===== src/rtl/ultrasonic_scan_ctrl.sv =====
// Round-robin scheduler for three ultrasonic rangers (left, front, right).
// One shared engine fires a trigger, times the echo pulse, applies a guard
// interval, then moves on to the next sensor.
module ultrasonic_scan_ctrl #(
  parameter int unsigned TRIG_CYC  = 500,
  parameter int unsigned RISE_TMO  = 50000,
  parameter int unsigned ECHO_MAX  = 1000000,
  parameter int unsigned GUARD_CYC = 3000000,
  parameter int unsigned THRESH    = 29000
) (
  input  logic        clk,
  input  logic        rst,
  input  logic        enable,
  input  logic [2:0]  echo,
  output logic [2:0]  trig,
  output logic [19:0] left_time,
  output logic [19:0] front_time,
  output logic [19:0] right_time,
  output logic [2:0]  valid,
  output logic [2:0]  tmo,
  output logic [2:0]  obstacle,
  output logic        busy,
  output logic [1:0]  sel
);

  localparam logic [2:0] S_IDLE  = 3'd0;
  localparam logic [2:0] S_TRIG  = 3'd1;
  localparam logic [2:0] S_WAIT  = 3'd2;
  localparam logic [2:0] S_MEAS  = 3'd3;
  localparam logic [2:0] S_GUARD = 3'd4;

  localparam logic [21:0] TRIG_LAST  = 22'(TRIG_CYC - 1);
  localparam logic [21:0] RISE_LAST  = 22'(RISE_TMO - 1);
  localparam logic [21:0] ECHO_LIM   = 22'(ECHO_MAX);
  localparam logic [21:0] GUARD_LAST = 22'(GUARD_CYC - 1);
  localparam logic [19:0] ECHO_SAT   = 20'(ECHO_MAX);
  localparam logic [19:0] THRESH_W   = 20'(THRESH);

  logic [2:0]  state_q, state_d;
  logic [21:0] cnt_q, cnt_d;
  logic [1:0]  sel_q, sel_d;
  logic [2:0]  echo_s1_q, echo_s2_q;
  logic        echo_cur;
  logic        done;
  logic [19:0] done_val;
  logic        done_tmo;
  logic [19:0] left_q, front_q, right_q;
  logic [2:0]  valid_q, tmo_q, obstacle_q;

  // A measurement counts as an obstacle only if it is a real, unsaturated echo.
  function automatic logic is_obstacle(input logic [19:0] val, input logic sat);
    return !sat && (val < THRESH_W);
  endfunction

  // Two-flop synchronizer on the asynchronous echo pins.
  always_ff @(posedge clk or posedge rst) begin
    if (rst) begin
      echo_s1_q <= 3'b000;
      echo_s2_q <= 3'b000;
    end else begin
      echo_s1_q <= echo;
      echo_s2_q <= echo_s1_q;
    end
  end

  assign echo_cur = echo_s2_q[sel_q];

  // Slot sequencing: next state, shared counter and sensor selection.
  always_comb begin
    state_d  = state_q;
    cnt_d    = cnt_q + 22'd1;
    sel_d    = sel_q;
    done     = 1'b0;
    done_val = ECHO_SAT;
    done_tmo = 1'b0;
    case (state_q)
      S_IDLE: begin
        cnt_d = 22'd0;
        if (enable) state_d = S_TRIG;
      end
      S_TRIG: begin
        if (cnt_q == TRIG_LAST) begin
          state_d = S_WAIT;
          cnt_d   = 22'd0;
        end
      end
      S_WAIT: begin
        if (echo_cur) begin
          // The rise cycle itself is the first counted echo cycle.
          state_d = S_MEAS;
          cnt_d   = 22'd1;
        end else if (cnt_q == RISE_LAST) begin
          done     = 1'b1;
          done_tmo = 1'b1;
          state_d  = S_GUARD;
          cnt_d    = 22'd0;
        end
      end
      S_MEAS: begin
        if (!echo_cur) begin
          done     = 1'b1;
          done_val = cnt_q[19:0];
          state_d  = S_GUARD;
          cnt_d    = 22'd0;
        end else if (cnt_q == ECHO_LIM) begin
          done     = 1'b1;
          done_tmo = 1'b1;
          state_d  = S_GUARD;
          cnt_d    = 22'd0;
        end
      end
      S_GUARD: begin
        if (cnt_q == GUARD_LAST) begin
          cnt_d   = 22'd0;
          sel_d   = (sel_q == 2'd2) ? 2'd0 : sel_q + 2'd1;
          state_d = enable ? S_TRIG : S_IDLE;
        end
      end
      default: begin
        state_d = S_IDLE;
        cnt_d   = 22'd0;
      end
    endcase
  end

  // Control state registers.
  always_ff @(posedge clk or posedge rst) begin
    if (rst) begin
      state_q <= S_IDLE;
      cnt_q   <= 22'd0;
      sel_q   <= 2'd0;
    end else begin
      state_q <= state_d;
      cnt_q   <= cnt_d;
      sel_q   <= sel_d;
    end
  end

  // Result registers: width, status, obstacle and strobe all update together.
  always_ff @(posedge clk or posedge rst) begin
    if (rst) begin
      left_q     <= 20'd0;
      front_q    <= 20'd0;
      right_q    <= 20'd0;
      valid_q    <= 3'b000;
      tmo_q      <= 3'b000;
      obstacle_q <= 3'b000;
    end else begin
      valid_q <= 3'b000;
      if (done) begin
        case (sel_q)
          2'd0: begin
            left_q        <= done_val;
            valid_q[0]    <= 1'b1;
            tmo_q[0]      <= done_tmo;
            obstacle_q[0] <= is_obstacle(done_val, done_tmo);
          end
          2'd1: begin
            front_q       <= done_val;
            valid_q[1]    <= 1'b1;
            tmo_q[1]      <= done_tmo;
            obstacle_q[1] <= is_obstacle(done_val, done_tmo);
          end
          2'd2: begin
            right_q       <= done_val;
            valid_q[2]    <= 1'b1;
            tmo_q[2]      <= done_tmo;
            obstacle_q[2] <= is_obstacle(done_val, done_tmo);
          end
          default: ;
        endcase
      end
    end
  end

  // Trigger is decoded from state so reset removes it immediately.
  assign trig       = (state_q == S_TRIG) ? (3'b001 << sel_q) : 3'b000;
  assign busy       = (state_q != S_IDLE);
  assign sel        = sel_q;
  assign left_time  = left_q;
  assign front_time = front_q;
  assign right_time = right_q;
  assign valid      = valid_q;
  assign tmo        = tmo_q;
  assign obstacle   = obstacle_q;

endmodule


===== config.mk =====
export PLATFORM = sky130hd
export DESIGN_NAME = ultrasonic_scan_ctrl
export DESIGN_NICKNAME = d
export VERILOG_FILES = /design/src/rtl/ultrasonic_scan_ctrl.sv
export SDC_FILE = /design/constraint.sdc
export NUM_CORES = 1
export LEC_CHECK = 0
export ABC_AREA = 1
export ABC_CLOCK_PERIOD_IN_PS = 6300
export BUFFER_PORTS_ARGS = -buffer_cell sky130_fd_sc_hd__buf_2
export CORE_ASPECT_RATIO = 1.5
export CORE_MARGIN = 5
export CORE_UTILIZATION = 38
export CTS_BUF_LIST = sky130_fd_sc_hd__clkbuf_8
export CTS_CLUSTER_SIZE = 20
export DETAILED_ROUTE_END_ITERATION = 12
export GPL_TIMING_DRIVEN = 1
export PLACE_DENSITY = 0.63
export SKIP_LAST_GASP = 1
export SLEW_MARGIN = 20
export SYNTH_ARGS = -nofsm -noshare
export SYNTH_HDL_FRONTEND = slang
export SYNTH_SLANG_ARGS = --single-unit

===== constraint.sdc =====
create_clock -name clk -period 6.3 [get_ports clk]
set_input_delay 0.63 -clock clk [delete_from_list [all_inputs] [get_ports clk]]
set_output_delay 0.63 -clock clk [all_outputs]
set_load 0.01 [all_outputs]

# Word-level counts from Yosys, hierarchy flattened
# Index checks and enable logic that the tools add are counted.
# W data, S select, Z words.
# word_totals
ff_bits,102
in_bits,6
out_inout_bits,75
word_cells,78
# classes
add_sub_neg,2
magnitude_cmp,2
n_eq_ne,15
shifts,1
mux,33
reduce_logical,10
# op_table
operator,n
$mux W22,6
$pmux W22 S4,1
$mux W20,2
$mux W3,9
$add A22 B1 Y22 const B,1
$eq A22 B16 Y1 const B,1
$eq A22 B20 Y1 const B,1
$eq A22 B22 Y1 const B,1
$eq A22 B9 Y1 const B,1
$lt A20 B15 Y1 const B,1
$pmux W3 S5,1
$mux W1,10
$reduce_and A2 Y1,4
$eq A3 B2 Y1 const B,2
$ne A2 B2 Y1 const B,3
$ne A3 B3 Y1 const B,2
$reduce_and A5 Y1,1
$pmux W1 S2,2
$eq A3 B1 Y1 const B,1
$eq A3 B3 Y1 const B,1
$logic_not A3 Y1,1
$lt A2 B3 Y1 const B,1
$reduce_bool A3 Y1,1
$shl A1 B2 Y3 const A,1
8 further kinds,8

# Depth between registers and ports, before layout
# logic_depth
ltp_word,6
depth_mapped,12
ltp_nobuf,12

# Worst setup path after synthesis
# No wires, ideal clock.
# synth_timing
path_kind,register -> register
from,register cnt_q[0]
to,register state_q[1]
setup_ns,0.065
arrival_ns,1.598
required_ns,6.235
path_slack_ns,4.637
stages_incl_launch_ff,13
path_buffers,1
period_less_slack_ns,1.663
cell_sequence,dfrtp_1 > ha_1 > nand2_1 > nor2_2 > inv_1 > nor2_2 > nand3_2 > nand2_2 > nand2_1 > nor2_4 > buf_6 > nand3_1 > nand2_1
# synth_via
elab_chain_cells,3
elab_cells_between_ends,9
cone_classes,eq/ne: 8; reduce/logical: 1
# synth_lines
item,line,rtl
start: declaration,40,"logic [21:0] cnt_q, cnt_d;"
start signal: assignment,134,cnt_q <= cnt_d;
$eq A22 B20 Y1 (tied with other cells),105,end else if (cnt_q == ECHO_LIM) begin
$ne A3 B3 Y1 (no source line) or $ne A2 B2 Y1 (tied branches),--,
$reduce_and A5 Y1 (no source line) *,--,
end signal: assignment,133,state_q <= state_d;
end: declaration,39,"logic [2:0] state_q, state_d;"
# Every way passes the cells marked *; elsewhere a longest branch is shown, timed or not.
# A chain may end at the register's enable or synchronous reset.

# Worst setup path in the final report
# layout_timing
from,register state_q[2]
to,"register right_q[17], in the netlist right_time[17]"
# layout_via
elab_chain_cells,3
elab_cells_between_ends,5
cone_classes,eq/ne: 2; mux: 2; reduce/logical: 1
# layout_lines
item,line,rtl
$eq A3 B2 Y1,76,case (state_q)
$pmux W1 S2,76,
$reduce_and A2 Y1 (no source line),--,
end signal: assignment,165,right_q <= done_val;
end: declaration,47,"logic [19:0] left_q, front_q, right_q;"
# Several ways; a longest one is shown, not always the timed one.

==> summary.txt <==
Worst setup path
  – Critical Path Sink Type: flop
  – Critical Path Source Type: flop
  – Setup slack, reg-to-reg: 3820 ps
  – Crit path DAT: 2720 ps
  – Worst reg2reg path depth: 8
  – Launch point of the worst reg-to-reg path: state_q[2]
  – Worst Path Max Fanout: 17
  – Type of the setup path with the least slack: flop to flop
  – Endpoint of the worst-slack reg-to-reg timing path: right_time[17]
  – Required time at the worst-slack endpoint: 6540 ps

CTS
  – Inserted Clock Buffers: 9
  – CTS Root Buffer Type: sky130_fd_sc_hd__clkbuf_8
  – Clk slew on worst S/H paths: 90 ps
  – Post-CTS Repair Setup Buffers: 0
  – Clock tree from TritonCTS: yes
  – Post-cts sizing count: 0
  – Max Buffers Root-to-Sink: 2
  – Htree depth: 3
  – Number of clock sinks: 102
  – Hold-fix buffer count after cts: 0
  – Clock latency of the later-clocked register in the worst-skew pair: 370 ps

Route
  – Detailed-route wire length: 11,300 µm
  – Total vias in the final route: 3,847
  – Routed vias/inst: 4.88
  – Post-detailed-route count of antenna-violating nets: 0
  – Average wire per standard cell: 14.3 µm
  – Residual DRC count: 0
  – First-pass DRT Iterations: 4
  – Initial drt markers: 238

Die
  – Chip height: 147 µm
  – Initial Util: 38.5%
  – Die Area: 15,000 µm²
  – Cell Rows: 50
  – Core Region: 12,400 µm²
  – Boundary pin count: 81
  – Width of the die: 102 µm

Layout
  – Fraction of layout instances using a drive strength above 1: 22.3%
  – Number of antenna diodes: 0
  – Number of fill cells in the layout: 1,206
  – Area added between synthesis and finish: 13.0%
  – Area taken by multi-input logic gates: 1830 µm²
  – Register Area: 2550 µm²
  – Final nets: 636

Yosys
  – Syn Nets: 563
  – Warning count from the yosys run: 0
  – Average instance area after synthesis: 8.63 µm²
  – Primary flip-flop cell chosen by synthesis mapping: sky130_fd_sc_hd__dfrtp_1
  – Mapped Area: 4790 µm²
  – Portion of the post-synthesis area used by sequential elements: 53.3%
  – FFs w/ async S/R, synth: 100%
  – Flip-flop and latch count after synthesis: 102
  – Instance count of the mapped netlist: 555
  – Post-synth EDFFs: 0
  – Post-synthesis cell type count: 28

Timing
  – Normalized max-slew margin: 49.5%
  – Max Slew Vio Count: 0
  – Final period demand of the worst path: 2480 ps
  – Worst Clk Skew: 8.99 ps
  – Number of failing hold endpoints at the final stage: 0
  – Unrepaired setup endpoints after global routing: no
  – Total setup violations reported at the end of the flow: 0
  – Setup TNS after final layout: 0 ps
  – Portion of the clock cycle consumed by the worst path in the final layout: 39.3%
  – Worst hold margin: 306 ps
  – Worst-Margin Slew: 756 ps
  – Peak clock frequency supported by timing: 0.404 GHz

Pwr
  – Flop pwr share: 49.0%
  – Static leakage power: 2.82 nW
  – Clock Power Share: 27.8%
  – Internal power component: 0.994 mW
  – Switching power: 0.492 mW
  – Power density over the cells: 275 nW/µm²
  – Maximum VDD drop: 0.0000951 V
  – Power share of the combinational group: 23.2%
  – Net switching share of the total power: 33.1%

GRT
  – Global-route total usage across every layer: 15.8%
  – Initial antenna violation count: 0
  – Remaining global-route overflow: 0
  – Maximum number of pins on one net before global-route repair: 60
  – Number of global-route vias before repair: 3,750
  – First-pass GRT wire length: 18,900 µm

Outcome
  – Status: finished, final reports clean

Place
  – Estimated wirelength of the detail-placed design: 8340 µm
  – Number of input and output port buffers inserted: 80
  – Final estimated routing congestion in global placement: 0.933

Run
  – Count of max-cap constraint violations: 0

Hold path
  – Path type of the worst min-delay path: input pin to asynchronous set/reset pin
-- power by group through the flow --
| stage | combinational (mW) | sequential [mW] | clock (mW) |
|---|---|---|---|
| after floorplan | 0.262 | 0.750 | 0 |
| after global placement | 0.342 | 0.740 | 0 |
| after detailed placement | 0.350 | 0.741 | 0 |
| after CTS | 0.352 | 0.728 | 0.430 |
| after global routing | 0.390 | 0.733 | 0.458 |
| final | 0.345 | 0.728 | 0.413 |
-- layout make-up --
| class | instances | share of cell area (%) |
|---|---|---|
| multi-input combinational | 375 | 33.9 |
| inverter | 59 | 4.14 |
| clock inverter | 6 | 1.13 |
| tap | 156 | 3.61 |
| clock buffer | 10 | 2.54 |
| sequential | 102 | 47.2 |
| timing repair buffer | 81 | 7.54 |
-- how the worst max path moves through the flow --
stage,start,to
after detailed placement,state_q[2],obstacle[1]
after floorplan,rst,cnt_q[0]
after CTS,state_q[2],obstacle[1]
final,state_q[2],right_time[17]
after global routing,state_q[2],front_time[17]
after global placement,state_q[2],obstacle[0]
-- metrics by stage --
step | util (%) | worst slack [ps] | area [µm²] | cells | power (mW)
after floorplan | - | 2990 | 4790 | 555 | 1.01
after global placement | 41.9 | 3810 | 5210 | 773 | 1.08
after detailed placement | 41.9 | 3780 | 5210 | 773 | 1.09
after CTS | 43.5 | 3780 | 5410 | 789 | 1.51
after global routing | 43.5 | 3590 | 5410 | 789 | 1.58
final | 43.5 | 3820 | 5410 | 789 | 1.49
-- routing by layer --
metal / GRT usage (%) / share of wire, % / vias to the layer above
met5: 0 / 0 / -
met4: 6.45 / 2.3 / 0
met3: 3.12 / 4.8 / 18
met2: 27.2 / 52 / 95
met1: 19.1 / 41 / 1814
li1: - / - / 1920
-- cells in the mapped netlist (3+ instances only) --
| cell type | count | area (µm²) |
|---|---|---|
| sky130_fd_sc_hd__nor3_1 | 13 | 65.1 |
| sky130_fd_sc_hd__nand3_1 | 24 | 120 |
| sky130_fd_sc_hd__nand2_2 | 3 | 18.8 |
| sky130_fd_sc_hd__nand2_4 | 4 | 45.0 |
| sky130_fd_sc_hd__nor2_2 | 6 | 37.5 |
| sky130_fd_sc_hd__xor2_1 | 6 | 52.6 |
| sky130_fd_sc_hd__dfrtp_1 | 102 | 2550 |
| sky130_fd_sc_hd__buf_2 | 5 | 25.0 |
| sky130_fd_sc_hd__o21ai_2 | 16 | 140 |
| sky130_fd_sc_hd__buf_6 | 14 | 158 |
| sky130_fd_sc_hd__nor2_1 | 66 | 248 |
| sky130_fd_sc_hd__nor3_2 | 9 | 90.1 |
| sky130_fd_sc_hd__inv_1 | 58 | 218 |
| sky130_fd_sc_hd__nand2_1 | 155 | 582 |
| sky130_fd_sc_hd__o21ai_0 | 5 | 25.0 |
| sky130_fd_sc_hd__o21ai_1 | 44 | 220 |
| sky130_fd_sc_hd__nand4_1 | 8 | 50.1 |
-- sequential cells by signal, indices dropped and copies added, names as in the netlist, 20 cells and up --
signal      flops
left_time      20
front_time     20
cnt_q          22
right_time     20
-- worst max-delay path, stage by stage (launching register included) --
cell	delay, ps
sky130_fd_sc_hd__dfrtp_1	410
sky130_fd_sc_hd__inv_1	90
sky130_fd_sc_hd__nand2_1	70
sky130_fd_sc_hd__nor2_1	230
sky130_fd_sc_hd__inv_1	110
sky130_fd_sc_hd__nor2_2	620
sky130_fd_sc_hd__inv_1	320
sky130_fd_sc_hd__nor2_1	380
sky130_fd_sc_hd__o21ai_1	120
-- layout by cell type, fill, tap and decap left out, drive strengths merged --
| cell | n |
|---|---|
| nand2 | 162 |
| dfrtp | 102 |
| buf | 81 |
| nor2 | 74 |
| o21ai | 65 |
| inv | 61 |
| nand3 | 26 |
| nor3 | 22 |
| clkbuf | 10 |
| nand4 | 9 |
| xor2 | 6 |
| clkinv | 3 |
| o211ai | 2 |
| a21oi | 2 |
| a31oi | 2 |
| ha | 2 |
| nor4 | 1 |
| o21bai | 1 |
| o22ai | 1 |
| bufinv | 1 |
-- kinds of logic after synthesis --
| family | share of synthesized area, % |
|---|---|
| AOI/OAI and AO/OA | 9.12 |
| xor gates and xnor gates | 1.10 |
| DFF | 53.3 |
| buffers and inverters | 8.44 |
| and+or+nand+nor | 27.5 |
| adders and majority gates | 0.523 |
(Power assumes the default switching activity.)
